**src/rtl/rr_arb_pkg.sv**
```systemverilog
`default_nettype none
// ============================================================================
//  Module   : rr_arb_pkg
//  Purpose  : Shared types and helpers for the round-robin token arbiter.
//             Provides the arbiter state encoding, the default client count
//             and a width helper for counters and indices.
//  Ports    : none (package)
//  Revision : 1.0 - initial parametrised release
// ============================================================================
package rr_arb_pkg;

    // Arbiter states, explicitly 2 bits wide.
    typedef enum logic [1:0] {
        SCAN  = 2'd0,
        READY = 2'd1,
        BUSY  = 2'd2
    } arb_state_t;

    // Client count of the original fixed token ring.
    localparam int c_default_n_clients = 9;

    // Bits needed to hold values 0..n-1, never less than one bit.
    function automatic int idx_width(input int n);
        return (n > 1) ? $clog2(n) : 1;
    endfunction

endpackage
`default_nettype wire

```
**src/rtl/rr_next_eligible.sv**
```systemverilog
`default_nettype none
// ============================================================================
//  Module   : rr_next_eligible
//  Purpose  : Combinational circular priority search. Finds the first set bit
//             of the eligible vector strictly after the pointer, wrapping
//             modulo N_CLIENTS.
//  Ports    : i_eligible [N_CLIENTS] - eligible clients
//             i_ptr      [IDW]       - search start (excluded from search)
//             o_next     [IDW]       - first eligible index after i_ptr
//             o_found                - high if any such index exists
//  Revision : 1.0 - initial parametrised release
// ============================================================================
module rr_next_eligible
    import rr_arb_pkg::*;
#(
    parameter int N_CLIENTS = c_default_n_clients,
    parameter int IDW       = $clog2(N_CLIENTS)
) (
    input  logic [N_CLIENTS-1:0] i_eligible,
    input  logic [IDW-1:0]       i_ptr,
    output logic [IDW-1:0]       o_next,
    output logic                 o_found
);

    logic [IDW-1:0] w_cand;

    // Walk offsets 1..N-1 so the candidate index is always reduced modulo N
    // and can never reach an index >= N_CLIENTS.
    always_comb begin
        o_next  = '0;
        o_found = 1'b0;
        w_cand  = '0;
        for (int k = 1; k < N_CLIENTS; k++) begin
            w_cand = IDW'((int'(i_ptr) + k) % N_CLIENTS);
            if (!o_found && i_eligible[w_cand]) begin
                o_next  = w_cand;
                o_found = 1'b1;
            end
        end
    end

endmodule
`default_nettype wire

```
**src/rtl/rr_token_arbiter_n.sv**
```systemverilog
`default_nettype none
// ============================================================================
//  Module   : rr_token_arbiter_n
//  Purpose  : N-client round-robin token arbiter with a four-phase req/ack
//             handshake, optional skip-to-next-requester scanning and a
//             hold-time monitor.
//  Ports    : clk                 - rising-edge clock
//             rst                 - synchronous active-high reset
//             req  [N_CLIENTS]    - per-client request
//             ack  [N_CLIENTS]    - per-client grant (one-hot or zero)
//             sel  [IDW]          - current pointer index
//             sel_valid           - high while scanning
//             busy                - high while a grant is being set up/held
//             timeout             - one-cycle pulse on hold-limit expiry
//  Macro    : RR_ARB_HOLD_REVOKE_EN - when defined, a timeout revokes the
//             grant and blocks the owner until it lowers its request.
//  Revision : 1.0 - initial parametrised release
// ============================================================================
module rr_token_arbiter_n
    import rr_arb_pkg::*;
#(
    parameter int N_CLIENTS = c_default_n_clients,
    parameter int IDW       = $clog2(N_CLIENTS),
    parameter int SKIP_IDLE = 0,
    parameter int MAX_HOLD  = 16
) (
    input  logic                 clk,
    input  logic                 rst,
    input  logic [N_CLIENTS-1:0] req,
    output logic [N_CLIENTS-1:0] ack,
    output logic [IDW-1:0]       sel,
    output logic                 sel_valid,
    output logic                 busy,
    output logic                 timeout
);

    localparam int                  c_hold_w   = idx_width(MAX_HOLD);
    localparam logic [IDW-1:0]      c_last_idx = IDW'(N_CLIENTS - 1);
    localparam logic [c_hold_w-1:0] c_hold_max = c_hold_w'(MAX_HOLD - 1);

    // Modulo-N increment; explicit wrap keeps non-power-of-2 N in range.
    function automatic logic [IDW-1:0] f_wrap_inc(input logic [IDW-1:0] p);
        return (p == c_last_idx) ? '0 : p + IDW'(1);
    endfunction

    arb_state_t              r_state,   w_state_nxt;
    logic [IDW-1:0]          r_ptr,     w_ptr_nxt;
    logic [IDW-1:0]          r_owner,   w_owner_nxt;
    logic [N_CLIENTS-1:0]    r_ack,     w_ack_nxt;
    logic [c_hold_w-1:0]     r_hold,    w_hold_nxt;
    logic                    r_expired, w_expired_nxt;
    logic                    r_timeout, w_timeout_nxt;
    logic [N_CLIENTS-1:0]    r_blocked;
    logic [N_CLIENTS-1:0]    w_eligible;
    logic [IDW-1:0]          w_skip_idx;
    logic                    w_skip_found;

`ifdef RR_ARB_HOLD_REVOKE_EN
    logic [N_CLIENTS-1:0]    w_blocked_nxt;
`else
    assign r_blocked = '0;
`endif

    assign w_eligible = req & ~r_blocked;

    generate
        if (SKIP_IDLE != 0) begin : g_skip
            rr_next_eligible #(
                .N_CLIENTS (N_CLIENTS),
                .IDW       (IDW)
            ) u_next (
                .i_eligible (w_eligible),
                .i_ptr      (r_ptr),
                .o_next     (w_skip_idx),
                .o_found    (w_skip_found)
            );
        end else begin : g_no_skip
            assign w_skip_idx   = '0;
            assign w_skip_found = 1'b0;
        end
    endgenerate

    always_comb begin
        w_state_nxt   = r_state;
        w_ptr_nxt     = r_ptr;
        w_owner_nxt   = r_owner;
        w_ack_nxt     = r_ack;
        w_hold_nxt    = r_hold;
        w_expired_nxt = r_expired;
        w_timeout_nxt = 1'b0;
`ifdef RR_ARB_HOLD_REVOKE_EN
        // A block is lifted as soon as its client lowers req.
        w_blocked_nxt = r_blocked & req;
`endif
        case (r_state)
            SCAN: begin
                if (w_eligible[r_ptr]) begin
                    w_owner_nxt = r_ptr;
                    w_state_nxt = READY;
                end else if (w_skip_found) begin
                    w_ptr_nxt = w_skip_idx;
                end else begin
                    w_ptr_nxt = f_wrap_inc(r_ptr);
                end
            end
            READY: begin
                // req is deliberately ignored here; a dropped request is
                // seen in the first BUSY cycle and released there.
                w_ack_nxt          = '0;
                w_ack_nxt[r_owner] = 1'b1;
                w_hold_nxt         = '0;
                w_expired_nxt      = 1'b0;
                w_state_nxt        = BUSY;
            end
            BUSY: begin
                if (!req[r_owner]) begin
                    w_ack_nxt     = '0;
                    w_ptr_nxt     = f_wrap_inc(r_owner);
                    w_hold_nxt    = '0;
                    w_expired_nxt = 1'b0;
                    w_state_nxt   = SCAN;
                end else begin
                    if (r_hold != c_hold_max) begin
                        w_hold_nxt = r_hold + c_hold_w'(1);
                    end
                    // The counter saturates, so r_expired keeps the pulse
                    // to a single cycle per grant.
                    if ((r_hold == c_hold_max) && !r_expired) begin
                        w_timeout_nxt = 1'b1;
                        w_expired_nxt = 1'b1;
`ifdef RR_ARB_HOLD_REVOKE_EN
                        w_ack_nxt              = '0;
                        w_blocked_nxt[r_owner] = 1'b1;
                        w_ptr_nxt              = f_wrap_inc(r_owner);
                        w_hold_nxt             = '0;
                        w_expired_nxt          = 1'b0;
                        w_state_nxt            = SCAN;
`endif
                    end
                end
            end
            default: begin
                w_state_nxt = SCAN;
            end
        endcase
    end

    always_ff @(posedge clk) begin
        if (rst) begin
            r_state   <= SCAN;
            r_ptr     <= '0;
            r_owner   <= '0;
            r_ack     <= '0;
            r_hold    <= '0;
            r_expired <= 1'b0;
            r_timeout <= 1'b0;
`ifdef RR_ARB_HOLD_REVOKE_EN
            r_blocked <= '0;
`endif
        end else begin
            r_state   <= w_state_nxt;
            r_ptr     <= w_ptr_nxt;
            r_owner   <= w_owner_nxt;
            r_ack     <= w_ack_nxt;
            r_hold    <= w_hold_nxt;
            r_expired <= w_expired_nxt;
            r_timeout <= w_timeout_nxt;
`ifdef RR_ARB_HOLD_REVOKE_EN
            r_blocked <= w_blocked_nxt;
`endif
        end
    end

    assign ack       = r_ack;
    assign sel       = r_ptr;
    assign sel_valid = (r_state == SCAN);
    assign busy      = (r_state == READY) || (r_state == BUSY);
    assign timeout   = r_timeout;

endmodule
`default_nettype wire

```
**config.mk**
```make
export PLATFORM = sky130hd
export DESIGN_NAME = rr_token_arbiter_n
export DESIGN_NICKNAME = d
export VERILOG_FILES = /design/src/rtl/rr_arb_pkg.sv /design/src/rtl/rr_next_eligible.sv /design/src/rtl/rr_token_arbiter_n.sv
export SDC_FILE = /design/constraint.sdc
export NUM_CORES = 1
export LEC_CHECK = 0
export CAP_MARGIN = 10
export CORE_ASPECT_RATIO = 1.2
export CORE_MARGIN = 2
export CORE_UTILIZATION = 45
export CTS_CLUSTER_SIZE = 24
export DETAILED_ROUTE_END_ITERATION = 8
export PLACE_DENSITY = 0.7
export RECOVER_POWER = 50
export SYNTH_ARGS = -nofsm -noshare
export SYNTH_HDL_FRONTEND = slang
export SYNTH_SLANG_ARGS = --single-unit
export TNS_END_PERCENT = 100
```
**constraint.sdc**
```tcl
create_clock -name clk -period 2.6 [get_ports clk]
set_input_delay 0.39 -clock clk [delete_from_list [all_inputs] [get_ports clk]]
set_output_delay 0.39 -clock clk [all_outputs]
set_load 0.02 [all_outputs]
```
==> out/qor.json <==
{
  "clocking": {
    "source_to_sink_clock_delay_at_the_later_pin_of_the_worst_skew_pair_ns": 0.27,
    "cts_post_setup_buffers_inserted": 0,
    "cts_buffer_depth": 2,
    "cts.repair.resized": 0,
    "clock-sinks": 25,
    "cts_tree": "done",
    "clock_tree.htree_level_count": 1,
    "clk_transition_reported_paths_ns": 0.09,
    "number_of_buffers_added_to_fix_hold_violations_after_cts": 0,
    "cts_made_buffers": 3,
    "cts_root_buffer": "sky130_fd_sc_hd__clkbuf_8"
  },
  "timing": {
    "slew_violations": 0,
    "max_freq_mhz": 441,
    "setup_viol_count_final": 0,
    "timing.max_slew.rel_slack_pct": 49.8,
    "grt_setup_unrepaired": "no",
    "post-route-worst-setup-slack_ns": 0.331,
    "finalClockSkew_ns": 0.00269,
    "finalCritPeriodShare_pct": 87.3,
    "report.final.hold_viol_count": 0,
    "worst_pin_slew_ns": 0.734,
    "shortest_clock_period_the_worst_path_allows_after_layout_ns": 2.27,
    "setup_tns_after_final_layout_ns": 0
  },
  "final_layout": {
    "layout.cells.most_common": "sky130_fd_sc_hd__dfxtp_1",
    "layout.area.seq_um2": 500,
    "final_cells": 238,
    "n_antenna_cell": 0,
    "post_route_cells_drive_above_1_share_pct": 10.9,
    "areaGrowthSynthToFinish_pct": 18.9,
    "final_cell_mix": "sky130_fd_sc_hd__dfxtp_1, sky130_fd_sc_hd__a21oi_1, sky130_fd_sc_hd__dlygate4sd3_1, sky130_fd_sc_hd__nand4_1, sky130_fd_sc_hd__clkdlybuf4s50_1",
    "fin_util_pct": 56.0,
    "n_fill_cell": 315,
    "multiInputGateArea_um2": 958,
    "number_of_nets_in_the_finished_design": 223
  },
  "die": {
    "area_of_the_die_um2": 3990,
    "core.rowCount": 23,
    "num_io_pins": 27,
    "fp.coreArea_um2": 3340,
    "die_width_um": 58.0,
    "start_util_pct": 47.1,
    "die_y_um": 68.8
  },
  "hold_path": {
    "worst_hold_path_type": "flop to flop"
  },
  "global_route": {
    "antenna_found_initial": 0,
    "grt_pass1_vias": 1346,
    "pin_count_of_the_biggest_net_entering_global_routing": 16,
    "grt_first_pass_wirelength_um": 6330,
    "gr-total-overflow": 0,
    "globalRouteTotalUtil_pct": 20.3
  },
  "detailed_routing": {
    "viasPerCell": 5.87,
    "drc": 0,
    "post_drt_wl_per_cell_um": 15.4,
    "drt-initial-drc-count": 43,
    "routed_wl_um": 3660,
    "ant_nets": 0,
    "drt_first_pass_iters": 4,
    "vias": 1396
  },
  "critical_path": {
    "path_max_fanout": 11,
    "worst_setup_path_end_kind": "output port",
    "timing.critical_path.required_ns": 2.21,
    "path_class": "flop to output port",
    "critPathArrivalTime_ns": 1.88,
    "critPathLaunchType": "flop"
  },
  "yosys": {
    "synthXorXnorAreaFrac_pct": 0.557,
    "synth_simple_gate_area_share_pct": 23.5,
    "seq_area_frac_synth_pct": 31.8,
    "synth.cell_area_um2": 1570,
    "synth_top_family_by_area": "simple AND/OR/NAND/NOR gates",
    "yosys_warnings": 0,
    "syn_nets": 198,
    "synth_compound_area_share_pct": 18.8,
    "dominantRegCellSynth": "sky130_fd_sc_hd__dfxtp_1",
    "post-synth-top-area-fraction_pct": 31.8,
    "synth-edff-count": 0,
    "synth_fa_ha_area_share_pct": 7.96,
    "synthMuxAreaShare_pct": 11.7,
    "async_flop_share_pct": 0,
    "netlist_top_cells_area": "sky130_fd_sc_hd__dfxtp_1, sky130_fd_sc_hd__ha_1, sky130_fd_sc_hd__a21oi_1",
    "ys_ff_latch": 25,
    "syn-instance-count": 177,
    "distinct_cells_synth": 44,
    "biggest_area_consumer_among_synthesized_cells": "sky130_fd_sc_hd__dfxtp_1",
    "synth_area_per_cell_um2": 8.89
  },
  "placement": {
    "post-dp-hpwl_um": 2760,
    "placement.io_buffers": 26,
    "gp_routability_congestion": 0.812,
    "post-place-cells": 234,
    "pre_cts_slack_ns": 0.363
  },
  "power_and_ir_drop": {
    "ir_drop_mv": 0.532,
    "report.power.total_uw": 1560,
    "static_leak_uw": 0.000751,
    "cellPowerDensity_nw_per_um2": 837
  },
  "run_status": {
    "outcome": "completed"
  },
  "flow_run": {
    "drv_cap": 0
  }
}
-- synthesized netlist by cell type (2+ instances only) --
cell type and n:
sky130_fd_sc_hd__nor2_1 10, sky130_fd_sc_hd__nand2_1 8, sky130_fd_sc_hd__a211oi_1 2, sky130_fd_sc_hd__mux2_1 3, sky130_fd_sc_hd__inv_1 9, sky130_fd_sc_hd__nand2b_4 2
sky130_fd_sc_hd__mux2i_1 6, sky130_fd_sc_hd__and3_1 2, sky130_fd_sc_hd__or2_2 2, sky130_fd_sc_hd__nand2b_1 3, sky130_fd_sc_hd__nand3_1 5, sky130_fd_sc_hd__a21oi_1 19
sky130_fd_sc_hd__o21ai_0 8, sky130_fd_sc_hd__dfxtp_1 25, sky130_fd_sc_hd__buf_6 2, sky130_fd_sc_hd__nor2b_1 6, sky130_fd_sc_hd__o21ai_1 8, sky130_fd_sc_hd__nor3_1 2
sky130_fd_sc_hd__nand4_1 11, sky130_fd_sc_hd__ha_1 10, sky130_fd_sc_hd__buf_2 2, sky130_fd_sc_hd__clkbuf_1 4, sky130_fd_sc_hd__mux2_2 2, sky130_fd_sc_hd__a221oi_2 3
sky130_fd_sc_hd__and2_1 2, sky130_fd_sc_hd__mux2_4 3
-- critical path, stage by stage, from the launching register on --
cell and delay [ns]:
sky130_fd_sc_hd__dfxtp_1 0.37, sky130_fd_sc_hd__inv_1 0.07, sky130_fd_sc_hd__ha_1 0.49, sky130_fd_sc_hd__clkdlybuf4s50_1 0.68
-- metrics by stage --
stage | hold slack [ns] | cell area [um2]
after floorplan | 0.393 | 1570
after global placement | 0.404 | 1850
after detailed placement | 0.406 | 1850
after CTS | 0.431 | 1900
after global routing | 0.442 | 1870
final | 0.426 | 1870
-- report_power, final --
group / internal [uW] / switching (uW) / total, uW
Sequential: 431 / 56.4 / 487
Combinational: 350 / 489 / 839
Clock: 109 / 129 / 238
Total: 890 / 675 / 1560
-- logic make-up after synthesis --
| kind of cell | after synthesis |
|---|---|
| buf+inv | 18 |
| fa+ha+maj | 10 |
| simple gates | 61 |
| flops | 25 |
| xor+xnor | 1 |
| compound gates | 47 |
| mux | 15 |
-- worst paths after layout --
check             startpoint      end  slack, ns  depth (start not counted)
hold / removal     r_expired  timeout       0.43                          1
setup / recovery  r_state[1]     busy       0.33                          3
hold reg to reg    r_expired  timeout       0.43                          1
setup reg to reg  r_owner[0]   sel[1]       0.44                          5
-- per-layer routing --
metal / share of wire (%) / GRT usage, %
met5: 0 / 0
met4: 0.93 / 4.36
met3: 2.8 / 2.80
met2: 50 / 36.2
met1: 46 / 26.0
-- cell type report --
| class | instances | share of cell area [%] |
|---|---|---|
| multi-input combinational | 134 | 51.2 |
| inverter | 9 | 1.81 |
| sequential | 25 | 26.8 |
| clock buffer | 3 | 2.21 |
| clock inverter | 1 | 0.401 |
| timing repair buffer | 29 | 15.1 |
| tap | 37 | 2.47 |
-- flip-flops by register name (all words and copies together) (netlist names) --
register,count
ack,9
r_hold,4
r_owner,4
sel,4
r_state,2
r_expired,1
timeout,1
Power figures use the tool's default switching activity.
